<file path="src/rtl/mem_pkg.sv">
// Shared types for the RAM port arbiter.
// State encodings and requester indices.
package mem_pkg;

  typedef enum logic [1:0] {
    IDLE   = 2'd0,
    ACCESS = 2'd1,
    WAIT   = 2'd2,
    RESP   = 2'd3
  } arb_state_e;

  localparam logic PORT_CPU = 1'b0;
  localparam logic PORT_DMA = 1'b1;

endpackage

</file>
<file path="src/rtl/rr_pick2.sv">
// Two-way round-robin picker.
// On a tie the port that did not win last time is chosen.
module rr_pick2 (
  input  logic [1:0] req,
  input  logic       last,
  output logic       valid,
  output logic       idx
);

  assign valid = |req;
  assign idx   = (&req) ? ~last : req[1];

endmodule

</file>
<file path="src/rtl/mem_arb.sv">
// RAM port arbiter: CPU vs DMA, round-robin.
// Sequences each access through ACCESS, WAIT and RESP.
module mem_arb
  import mem_pkg::*;
#(
  parameter int ADDR_W  = 8,
  parameter int DATA_W  = 8,
  parameter int RAM_LAT = 1
) (
  input  logic              arb_clk,
  input  logic              arb_rst,
  input  logic              cpu_req,
  input  logic              cpu_we,
  input  logic [ADDR_W-1:0] cpu_addr,
  input  logic [DATA_W-1:0] cpu_wdata,
  output logic              cpu_gnt,
  output logic              cpu_done,
  output logic [DATA_W-1:0] cpu_rdata,
  input  logic              dma_req,
  input  logic              dma_we,
  input  logic [ADDR_W-1:0] dma_addr,
  input  logic [DATA_W-1:0] dma_wdata,
  output logic              dma_gnt,
  output logic              dma_done,
  output logic [DATA_W-1:0] dma_rdata,
  output logic [ADDR_W-1:0] ram_addr,
  output logic [DATA_W-1:0] ram_wdata,
  output logic              ram_we,
  input  logic [DATA_W-1:0] ram_rdata,
  output logic              busy
);

  localparam logic [1:0] WAIT_INIT = 2'(RAM_LAT - 1);

  arb_state_e state;
  logic       last_gnt;
  logic       lat_we;
  logic [1:0] wait_cnt;
  logic       pick_v;
  logic       pick_idx;

  rr_pick2 u_pick (
    .req   ({dma_req, cpu_req}),
    .last  (last_gnt),
    .valid (pick_v),
    .idx   (pick_idx)
  );

  assign busy = (state != IDLE);

  // ram_addr/ram_wdata double as the latched request fields
  always_ff @(posedge arb_clk or posedge arb_rst) begin
    if (arb_rst) begin
      state     <= IDLE;
      last_gnt  <= PORT_DMA;
      lat_we    <= 1'b0;
      wait_cnt  <= '0;
      cpu_gnt   <= 1'b0;
      dma_gnt   <= 1'b0;
      cpu_done  <= 1'b0;
      dma_done  <= 1'b0;
      cpu_rdata <= '0;
      dma_rdata <= '0;
      ram_addr  <= '0;
      ram_wdata <= '0;
      ram_we    <= 1'b0;
    end else begin
      cpu_gnt  <= 1'b0;
      dma_gnt  <= 1'b0;
      cpu_done <= 1'b0;
      dma_done <= 1'b0;
      ram_we   <= 1'b0;
      unique case (state)
        IDLE: begin
          if (pick_v) begin
            last_gnt <= pick_idx;
            if (pick_idx == PORT_DMA) begin
              lat_we    <= dma_we;
              ram_we    <= dma_we;
              ram_addr  <= dma_addr;
              ram_wdata <= dma_wdata;
              dma_gnt   <= 1'b1;
            end else begin
              lat_we    <= cpu_we;
              ram_we    <= cpu_we;
              ram_addr  <= cpu_addr;
              ram_wdata <= cpu_wdata;
              cpu_gnt   <= 1'b1;
            end
            state <= ACCESS;
          end
        end
        ACCESS: begin
          if (lat_we) begin
            cpu_done <= (last_gnt == PORT_CPU);
            dma_done <= (last_gnt == PORT_DMA);
            state    <= RESP;
          end else begin
            wait_cnt <= WAIT_INIT;
            state    <= WAIT;
          end
        end
        WAIT: begin
          if (wait_cnt == 2'd0) begin
            if (last_gnt == PORT_DMA) begin
              dma_rdata <= ram_rdata;
              dma_done  <= 1'b1;
            end else begin
              cpu_rdata <= ram_rdata;
              cpu_done  <= 1'b1;
            end
            state <= RESP;
          end else begin
            wait_cnt <= wait_cnt - 2'd1;
          end
        end
        RESP: state <= IDLE;
      endcase
    end
  end

endmodule

</file>
<file path="config.mk">
export PLATFORM = sky130hd
export DESIGN_NAME = mem_arb
export DESIGN_NICKNAME = d
export VERILOG_FILES = /design/src/rtl/mem_pkg.sv /design/src/rtl/rr_pick2.sv /design/src/rtl/mem_arb.sv
export SDC_FILE = /design/constraint.sdc
export NUM_CORES = 1
export LEC_CHECK = 0
export BUFFER_PORTS_ARGS = -buffer_cell sky130_fd_sc_hd__buf_2
export CAP_MARGIN = 20
export CORE_ASPECT_RATIO = 1.4
export CORE_MARGIN = 1
export CORE_UTILIZATION = 25
export CTS_BUF_LIST = sky130_fd_sc_hd__clkbuf_8
export CTS_CLUSTER_DIAMETER = 60
export CTS_CLUSTER_SIZE = 12
export DETAILED_ROUTE_END_ITERATION = 8
export PLACE_DENSITY = 0.57
export SLEW_MARGIN = 15
export SYNTH_ARGS = -nofsm -noshare
export SYNTH_HDL_FRONTEND = slang
export SYNTH_HIERARCHICAL = 1
export SYNTH_SLANG_ARGS = --single-unit
export TNS_END_PERCENT = 1
</file>
<file path="constraint.sdc">
create_clock -name arb_clk -period 2.45 [get_ports arb_clk]
set_input_delay 0.6125 -clock arb_clk [delete_from_list [all_inputs] [get_ports arb_clk]]
set_output_delay 0.6125 -clock arb_clk [all_outputs]
set_load 0.02 [all_outputs]
</file>
Yosys cells after proc, flatten, opt, wreduce, memory -nomap -nowiden
Cells that the tools add are included.
- $add $sub $neg: 1
- equal/unequal tests: 7
- muxes and demuxes: 27
- bitwise operators: 1
- reductions and logical operators: 11
- operators by type and width (kind ; count):
    $mux 1 ; 17
    $mux 8 ; 2
    $reduce_and 3->1 ; 3
    $mux 2 ; 4
    $ne 2x2->1 const B ; 4
    $pmux 2 s4 ; 1
    $reduce_and 2->1 ; 3
    $eq 2x2->1 const B ; 2
    $logic_not 2->1 ; 2
    $pmux 1 s2 ; 2
    $pmux 2 s2 ; 1
    $reduce_bool 2->1 ; 2
    $eq 2x1->1 const B ; 1
    $reduce_or 2->1 ; 1
    $sub 2x1->2 const B ; 1
    $not 1->1 ; 1
- flip-flop bits (word level): 43
- output and inout port bits: 38

Longest topological paths before layout
Gate-level depths: netlist (run 1).
- depth after elaboration: 5
- depth in mapped cells: 6
- mapped depth without buffers: 5

Modules after synthesis
Netlist (run 1), hierarchy kept.
- by module, submodules not included (module ; instances ; cells an instance ; area each (µm²) ; seq. area each (µm²)):
    mem_arb ; 1 ; 152 ; 1931.9 ; 1077.3
    rr_pick2 ; 1 ; 2 ; 13.8 ; 0.0

Least setup slack after synthesis (run 1)
Ideal clock, no wire load.
- path type: in2reg
- start: in dma_req
- end: reg ram_addr[0]
- data arrival time: 1.390 ns
- required time: 2.367 ns
- slack: 0.977 ns
- stages on the path: 5
- path buffers: 1
- path through: or2_1 > nand2_2 > clkbuf_1 > nand2_1 > o21ai_0
- longest elaborated chain between the ends: 3
- elaborated cells between the ends (all ways): 5
- those cells by class: mux: 2; reduce/logical: 3
- ends and longest elaborated chain (item ; RTL line ; RTL):
    start: declaration ; mem_arb.sv:19 ; input logic dma_req,
    $reduce_and 2->1 ; rr_pick2.sv:11 ; assign idx = (&req) ? ~last : req[1];
    $mux 1 ; rr_pick2.sv:11 ;
    $mux 8 ; mem_arb.sv:77 ; if (pick_idx == PORT_DMA) begin
    end signal: assignment ; mem_arb.sv:80 ; ram_addr <= dma_addr;
    end signal: assignment ; mem_arb.sv:86 ; ram_addr <= cpu_addr;
    end: declaration ; mem_arb.sv:26 ; output logic [ADDR_W-1:0] ram_addr,
Parallel ways exist; a longest one is shown, timed or not.
A chain may end at the register's enable or synchronous reset.

Worst setup path after layout (run 1)
- start: reg state[0]
- end: out busy
- longest elaborated chain between the ends: 1
- ends and longest elaborated chain (item ; RTL line ; RTL):
    start: declaration ; mem_arb.sv:35 ; arb_state_e state;
    start signal: assignment ; mem_arb.sv:54 ; state <= IDLE;
    start signal: assignment ; mem_arb.sv:90 ; state <= ACCESS;
    start signal: assignment ; mem_arb.sv:97 ; state <= RESP;
    $reduce_bool 2->1 ; mem_arb.sv:49 ; assign busy = (state != IDLE);
    end: declaration ; mem_arb.sv:30 ; output logic busy
Every way passes these cells.

==> run metrics, run 1 <==
status finished, final reports clean; # diodes 0; Layout Nets 291; startpoint types flop; GR Util All Layers 0.0981; first-pass GRT wire length 6290 microns; worst reg2reg path startpoint state[0]$_DFFE_PP0P_; Int Power 1.84 mW; kind of critical path reg -> out; worst path arrival time 1260 ps; Main synth FF type dfrtp_1; Post-CTS Resized 0; Final Hold Viols 0; RSZ-0062 raised after global routing false; Final Max Tran Viols 0; Hold WC Path Type in -> async; clk sink count 43; sequential share of the synthesized area 0.554; Combinational Power Share 0.473; Net Sw Power ~1.2 mW; Layout Skew 4.98 ps; Fin Hold WS 435 ps; Wirelength per Cell between 10 and 15 microns; synth warn 6; clock network power share 0.133; Synth area leader dfrtp_1; row count 37; Die ar. 8140 sq um; initial antenna violation count 0; largest net degree at the start of global routing 44; WP data required 1840 ps; Post-Route Utilization 0.341; Peak VDD IR just under 0.4 mV; Net Count, Synth just over 200; Post-route DRC 0; Avg Inst Size Synth 12.6 sq um; top-count cell post-synth dfrtp_1; TritonCTS Buffers 5; Top Ports 84; CP startpoint state[0]$_DFFE_PP0P_; top-area cell type share of the netlist area 0.540; HPWL after DPL 2760 microns; Max Clk Rate 535 MHz; Post-Synthesis Cells 154; Netlist Area Pre-Place 1950 sq um; P&R area growth vs syn 30.7%; commonest cells in the netlist 42 x dfrtp_1, 20 x nand2_1, 17 x mux2_2, 17 x mux2i_1, 16 x o21ai_0; Area contributors post-synth dfrtp_1 54%, mux2_2 9.8%, mux2i_1 8.7%; WL final 3740 microns; TritonCTS clock tree done; via count 1415; share of cells above drive strength 1 0.498; Max-slew headroom 0.625; pwr dens 1210 nW/um^2; Crit Path Max Fanout 5; Max Buffers Root-to-Sink 2; final-layout fill cell count 760; fin crit period 1870 ps; slew of the pin with the lowest slew margin 560 ps; hold-fix buffers at CTS 0; part of the power in registers 0.394; Starting Density 0.261; Final ANT Viol Nets 0; vias per cell 4.19; worst skew pair latency 290 ps; setup TNS 0 ps; Clock Root Buffer clkbuf_8; die width about 77 microns; Sw Share 0.404; asr flop ratio synth 1.00; IO buf count 83; Unique masters post-synth 30; CTS clk-pin slew, worst paths 80 ps; max cap viols 0; crit end category output port; core area 7450 sq um; register-to-register setup slack 830 ps; Die H 106 microns; endpoints failing setup 0; gp weighted congestion 0.666; post-CTS setup buffers 0; drt first pass iters 4; Starting DRT DRC Count between 40 and 50; Remaining Overflow, GRT 0; period utilization 0.763; Post-synth EDFFs 0; LEAKAGE 1.31 nW; vias in the first global route roughly 1300; CTS H-tree lvls 2; Seq cells post-synth 43
==> state kept, by name, summed over array words and instances (netlist names), 2 cells and up <==
register	flops
cpu_rdata	8
dma_rdata	8
ram_addr	8
ram_wdata	8
state	2
wait_cnt	2
==> area by class of cell <==
| type | count | area, sq um | share of cell area |
|---|---|---|---|
| sequential | 43 | 1080 | 0.424 |
| multi-input combinational | 99 | 800 | 0.314 |
| timing repair buffer | 85 | 443 | 0.174 |
| tap | 97 | 121 | 0.0477 |
| clock buffer | 5 | 68.8 | 0.0271 |
| inverter | 6 | 22.5 | 0.00885 |
| clock inverter | 3 | 11.3 | 0.00443 |
==> cell families after synthesis <==
kind of cell / Yosys count / share of synthesized area
compound gates: 26 / 0.0868
buf+inv: 12 / 0.0373
fa+ha+maj: 5 / 0.0322
mux: 36 / 0.201
flops: 43 / 0.554
simple gates: 32 / 0.0887
==> path summary, 6_finish.rpt <==
check                                                 to  cells past startpoint
worst max-delay path                                busy                      4
worst min register to register   ram_addr[4]$_DFFE_PP0P_                      2
min in group arb_clk             ram_addr[4]$_DFFE_PP0P_                      2
worst max register to register      state[1]$_DFFE_PP0P_                      5
max in group asynchronous       cpu_rdata[1]$_DFFE_PP0P_                      3
worst min-delay path            ram_wdata[1]$_DFFE_PP0P_                      3
==> critical path, cell delays in order (launching register included) <==
cell	delay (ps)
dfrtp_1	410
inv_1	80
ha_1	260
inv_2	70
buf_2	150
==> cell usage in the layout (no fill, tap or decap), drive strengths merged <==
cell type,netlist,final
buf,4,85
a22o,1,1
nand3,1,1
ha,5,5
a21boi,1,1
o21ai,16,16
inv,6,9
dfstp,1,1
or2,2,2
nor2,4,4
mux2,19,19
and3,2,2
nand2b,1,1
nand2,21,21
o21a,1,1
a31oi,1,1
o221ai,2,2
dfrtp,42,42
a21o,2,2
o22a,2,2
mux2i,17,17
clkbuf,2,5
nand3b,1,1
==> metal layers <==
| layer | vias to the layer above | track usage | part of all wire |
|---|---|---|---|
| li1 | 701 | - | - |
| met1 | 646 | 0.113 | 0.44 |
| met2 | 62 | 0.171 | 0.48 |
| met3 | 6 | 0.0283 | 0.063 |
| met4 | 0 | 0.0371 | 0.014 |
| met5 | - | 0 | 0 |
==> per-stage QoR <==
stage               instances  power, mW  area, sq um  setup slack [ps]
CTS                       338       3.14         2540               559
finish                    338       3.08         2540               580
detailed placement        330       2.71         2460               591
global placement          330       2.68         2460               652
floorplan                 154       2.26         1950               836
global route              338       3.33         2540               469
==> power groups by stage <==
stage / sequential, mW / clock, mW / combinational [mW]
after floorplan: 1.57 / 0 / 0.685
after global placement: 1.23 / 0 / 1.45
after detailed placement: 1.23 / 0 / 1.48
after CTS: 1.22 / 0.444 / 1.48
after global routing: 1.26 / 0.476 / 1.60
final: 1.22 / 0.410 / 1.46
Power figures use the tool's default switching activity.
==> run 2, diff against run 1 <==
--- a/config.mk
+++ b/config.mk
@@ -5,6 +5,7 @@
 export SDC_FILE = /design/constraint.sdc
 export NUM_CORES = 1
 export LEC_CHECK = 0
+export ABC_AREA = 1
 export BUFFER_PORTS_ARGS = -buffer_cell sky130_fd_sc_hd__buf_2
 export CAP_MARGIN = 20
 export CORE_ASPECT_RATIO = 1.4
@@ -14,7 +15,7 @@
 export CTS_CLUSTER_DIAMETER = 60
 export CTS_CLUSTER_SIZE = 12
 export DETAILED_ROUTE_END_ITERATION = 8
-export PLACE_DENSITY = 0.57
+export PLACE_DENSITY = 0.58
 export SLEW_MARGIN = 15
 export SYNTH_ARGS = -nofsm -noshare
 export SYNTH_HDL_FRONTEND = slang
==> constraint.sdc (replaced) <==
create_clock -name arb_clk -period 1.8 [get_ports arb_clk]
set_input_delay 0.45 -clock arb_clk [delete_from_list [all_inputs] [get_ports arb_clk]]
set_output_delay 0.45 -clock arb_clk [all_outputs]
set_load 0.02 [all_outputs]
==> run 2 against run 1 <==
Net effect:
- die area fell by 2.5%
- critical endpoint unchanged
- clock skew grew 5.5 ps
- setup slack worse by 480 ps
==> run metrics, run 2 <==
status finished, final reports clean; Starting Density 0.258 (-0.00335); slew of the pin with the lowest slew margin 413 ps (-147 ps); initial antenna violation count 0 (unchanged); IO buf count 83 (unchanged); Sw Share 0.428 (+0.0242); # diodes 0 (unchanged); TritonCTS Buffers 5 (unchanged); part of the power in registers 0.371 (-0.023); commonest non-fill, non-tap cell in the layout nand2_1; Avg Inst Size Synth 8.70 sq um (-31%); Post-route DRC 0 (unchanged); worst skew pair latency 290 ps (about the same); Wirelength per Cell 10.5 microns (-4.7%); Top cell by count, worst path inv_1; Post-synth EDFFs 0 (unchanged); Int Power 2.54 mW (+38%); CP startpoint state[0]$_DFFE_PP0P_; Hold WC Path Type in -> async; Synth area leader dfrtp_1; Net Sw Power 1.90 mW (+53%); share of cells above drive strength 1 0.329 (-0.169); max cap viols 0 (unchanged); synth warn 6 (unchanged); Layout Nets 357 (+23%); critical-path cell list inv_1, ha_2, inv_1, buf_2; HPWL after DPL 3290 microns (+19%); most frequent cells in the layout 91 x nand2_1, 83 x buf_2, 42 x dfrtp_1; die width 75.6 microns (-1.2%); Seq cells post-synth 43 (unchanged); Die H 105 microns (-1.2%); top-count cell post-synth nand2_1; Starting DRT DRC Count 74 (+57%); Combinational Power Share 0.465 (-0.008); commonest cells in the netlist 91 x nand2_1, 42 x dfrtp_1, 23 x nand3_1; row count 37 (unchanged); clock network power share 0.163 (+0.030); pwr dens 1750 nW/um^2 (+44%); core area 7360 sq um (-1.2%); Final Hold Viols 0 (unchanged); startpoint types flop; hold-fix buffers at CTS 0 (unchanged); via count 1676 (+18%); crit path buf inv count 3 (unchanged); Area contributors post-synth dfrtp_1 55%, nand2_1 18%, nand3_1 6.1%; GR Util All Layers 0.119 (+0.0209); CTS clk-pin slew, worst paths 80 ps (about the same); Layout Skew 10.5 ps (+5.53 ps); worst reg2reg path startpoint state[0]$_DFFE_PP0P_; Fin Hold WS 137 ps (-297 ps); Top Ports 84 (unchanged); worst r2r path cells 6 (+1); Die ar. 7940 sq um (-2.5%); gp weighted congestion 0.811 (+22%); vias in the first global route 1661 (+23%); fin crit period ~1700 ps; asr flop ratio synth 1.00 (unchanged); vias per cell 4.15 (-0.90%); Clock Root Buffer clkbuf_8; clk sink count 43 (unchanged); largest net degree at the start of global routing 19 (-57%); slowest CP cell dfrtp_1; WP data required 1350 ps (-490 ps); top-area cell type share of the netlist area 0.554 (+0.0139); worst path arrival time 1250 ps (about the same); WL final 4260 microns (+14%); drt first pass iters 4 (unchanged); first-pass GRT wire length 7250 microns (+15%); LEAKAGE 1.45 nW (+11%); Final ANT Viol Nets 0 (unchanged); WP depth 4 (unchanged); Post-Synthesis Cells 218 (+42%); Max Buffers Root-to-Sink 2 (unchanged); RSZ-0062 raised after global routing false; TritonCTS clock tree done; Max-slew headroom 0.724 (+0.0988); setup TNS 0 ps (unchanged); P&R area growth vs syn 33.7%; Net Count, Synth 269 (+31%); Finished Cell Area 2540 sq um (-0.30%); family with the most delay on the worst path flip-flops; Main synth FF type dfrtp_1; Unique masters post-synth 19 (-37%); CTS H-tree lvls 2 (unchanged); endpoints failing setup 0 (unchanged); Final Max Tran Viols 0 (unchanged); Post-Route Utilization 0.345 (+0.00327); kind of critical path reg -> out; Netlist Area Pre-Place 1900 sq um (-2.5%); Peak VDD IR 0.518 mV (+30%); placed instance area 2430 sq um (-1.5%); Crit Path Max Fanout 4 (-1); critical path's largest stage delay 400 ps (about the same); sequential share of the synthesized area 0.568 (+0.0142); Max Clk Rate 588 MHz; Remaining Overflow, GRT 0 (unchanged); crit end category output port; period utilization 0.944
-- run 2: routing by layer --
metal | vias up | share of wire | GRT usage
met5 | - | 0 | 0
li1 | 849 | - | -
met2 | 50 | 0.54 | 0.210
met1 | 771 | 0.40 | 0.137
met4 | 0 | 0.014 | 0.0357
met3 | 6 | 0.045 | 0.0289
-- run 2: worst reg2reg max path: stages (launching register included) --
cell and delay (ps):
dfrtp_1 400, inv_1 120, ha_2 230, nand2_2 140, nor2_4 370, nand2_1 110
nand3_1 90
-- run 2: final timing paths --
kind	end	slack, ps
setup / recovery	busy	100
hold / removal	ram_we$_DFF_PP0_	140
setup reg to reg	ram_wdata[4]$_DFFE_PP0P_	290
hold reg to reg	cpu_rdata[5]$_DFFE_PP0P_	490
max in group asynchronous	dma_rdata[6]$_DFFE_PP0P_	1170
min in group arb_clk	ram_addr[1]$_DFFE_PP0P_	360
-- run 2: final cells by class --
| cell class | instances | area [sq um] |
|---|---|---|
| inverters | 22 | 82.6 |
| clock inverters | 3 | 37.5 |
| repair buffers | 87 | 458 |
| well taps | 97 | 121 |
| fillers | 777 | 4820 |
| flip-flops and latches | 43 | 1080 |
| multi-input cells | 147 | 691 |
| clock buffers | 5 | 68.8 |
-- run 2: cells by family after synthesis --
logic type | Yosys count | share of synthesized area
AO/OA/AOI/OAI | 18 | 0.0475
adder cells (fa/ha/maj) | 5 | 0.0330
buffers and inverters | 28 | 0.0693
flip-flops | 43 | 0.568
AND/OR/NAND/NOR | 124 | 0.282
-- run 2: power by group through the flow --
stage	combinational (mW)	clock (mW)	sequential [mW]
floorplan	0.989	0	2.12
global placement	2.06	0	1.67
detailed placement	2.11	0	1.66
CTS	2.10	0.764	1.66
global route	2.36	0.792	1.72
finish	2.07	0.725	1.65
-- run 2: through the flow --
| step | cells | power, mW | worst slack (ps) |
|---|---|---|---|
| after floorplan | 218 | 3.11 | 349 |
| after global placement | 396 | 3.72 | 295 |
| after detailed placement | 396 | 3.77 | 242 |
| after CTS | 404 | 4.52 | 53.7 |
| after global routing | 404 | 4.87 | 19.3 |
| final | 404 | 4.44 | 101 |
-- run 2: what timing repair did --
action | 4_1_cts | 5_1_grt
buffers inserted | 0 | 0
endpoints found under the setup margin | 0 | 1
hold endpoints to repair | 0 | 0
resized for setup | 0 | 1
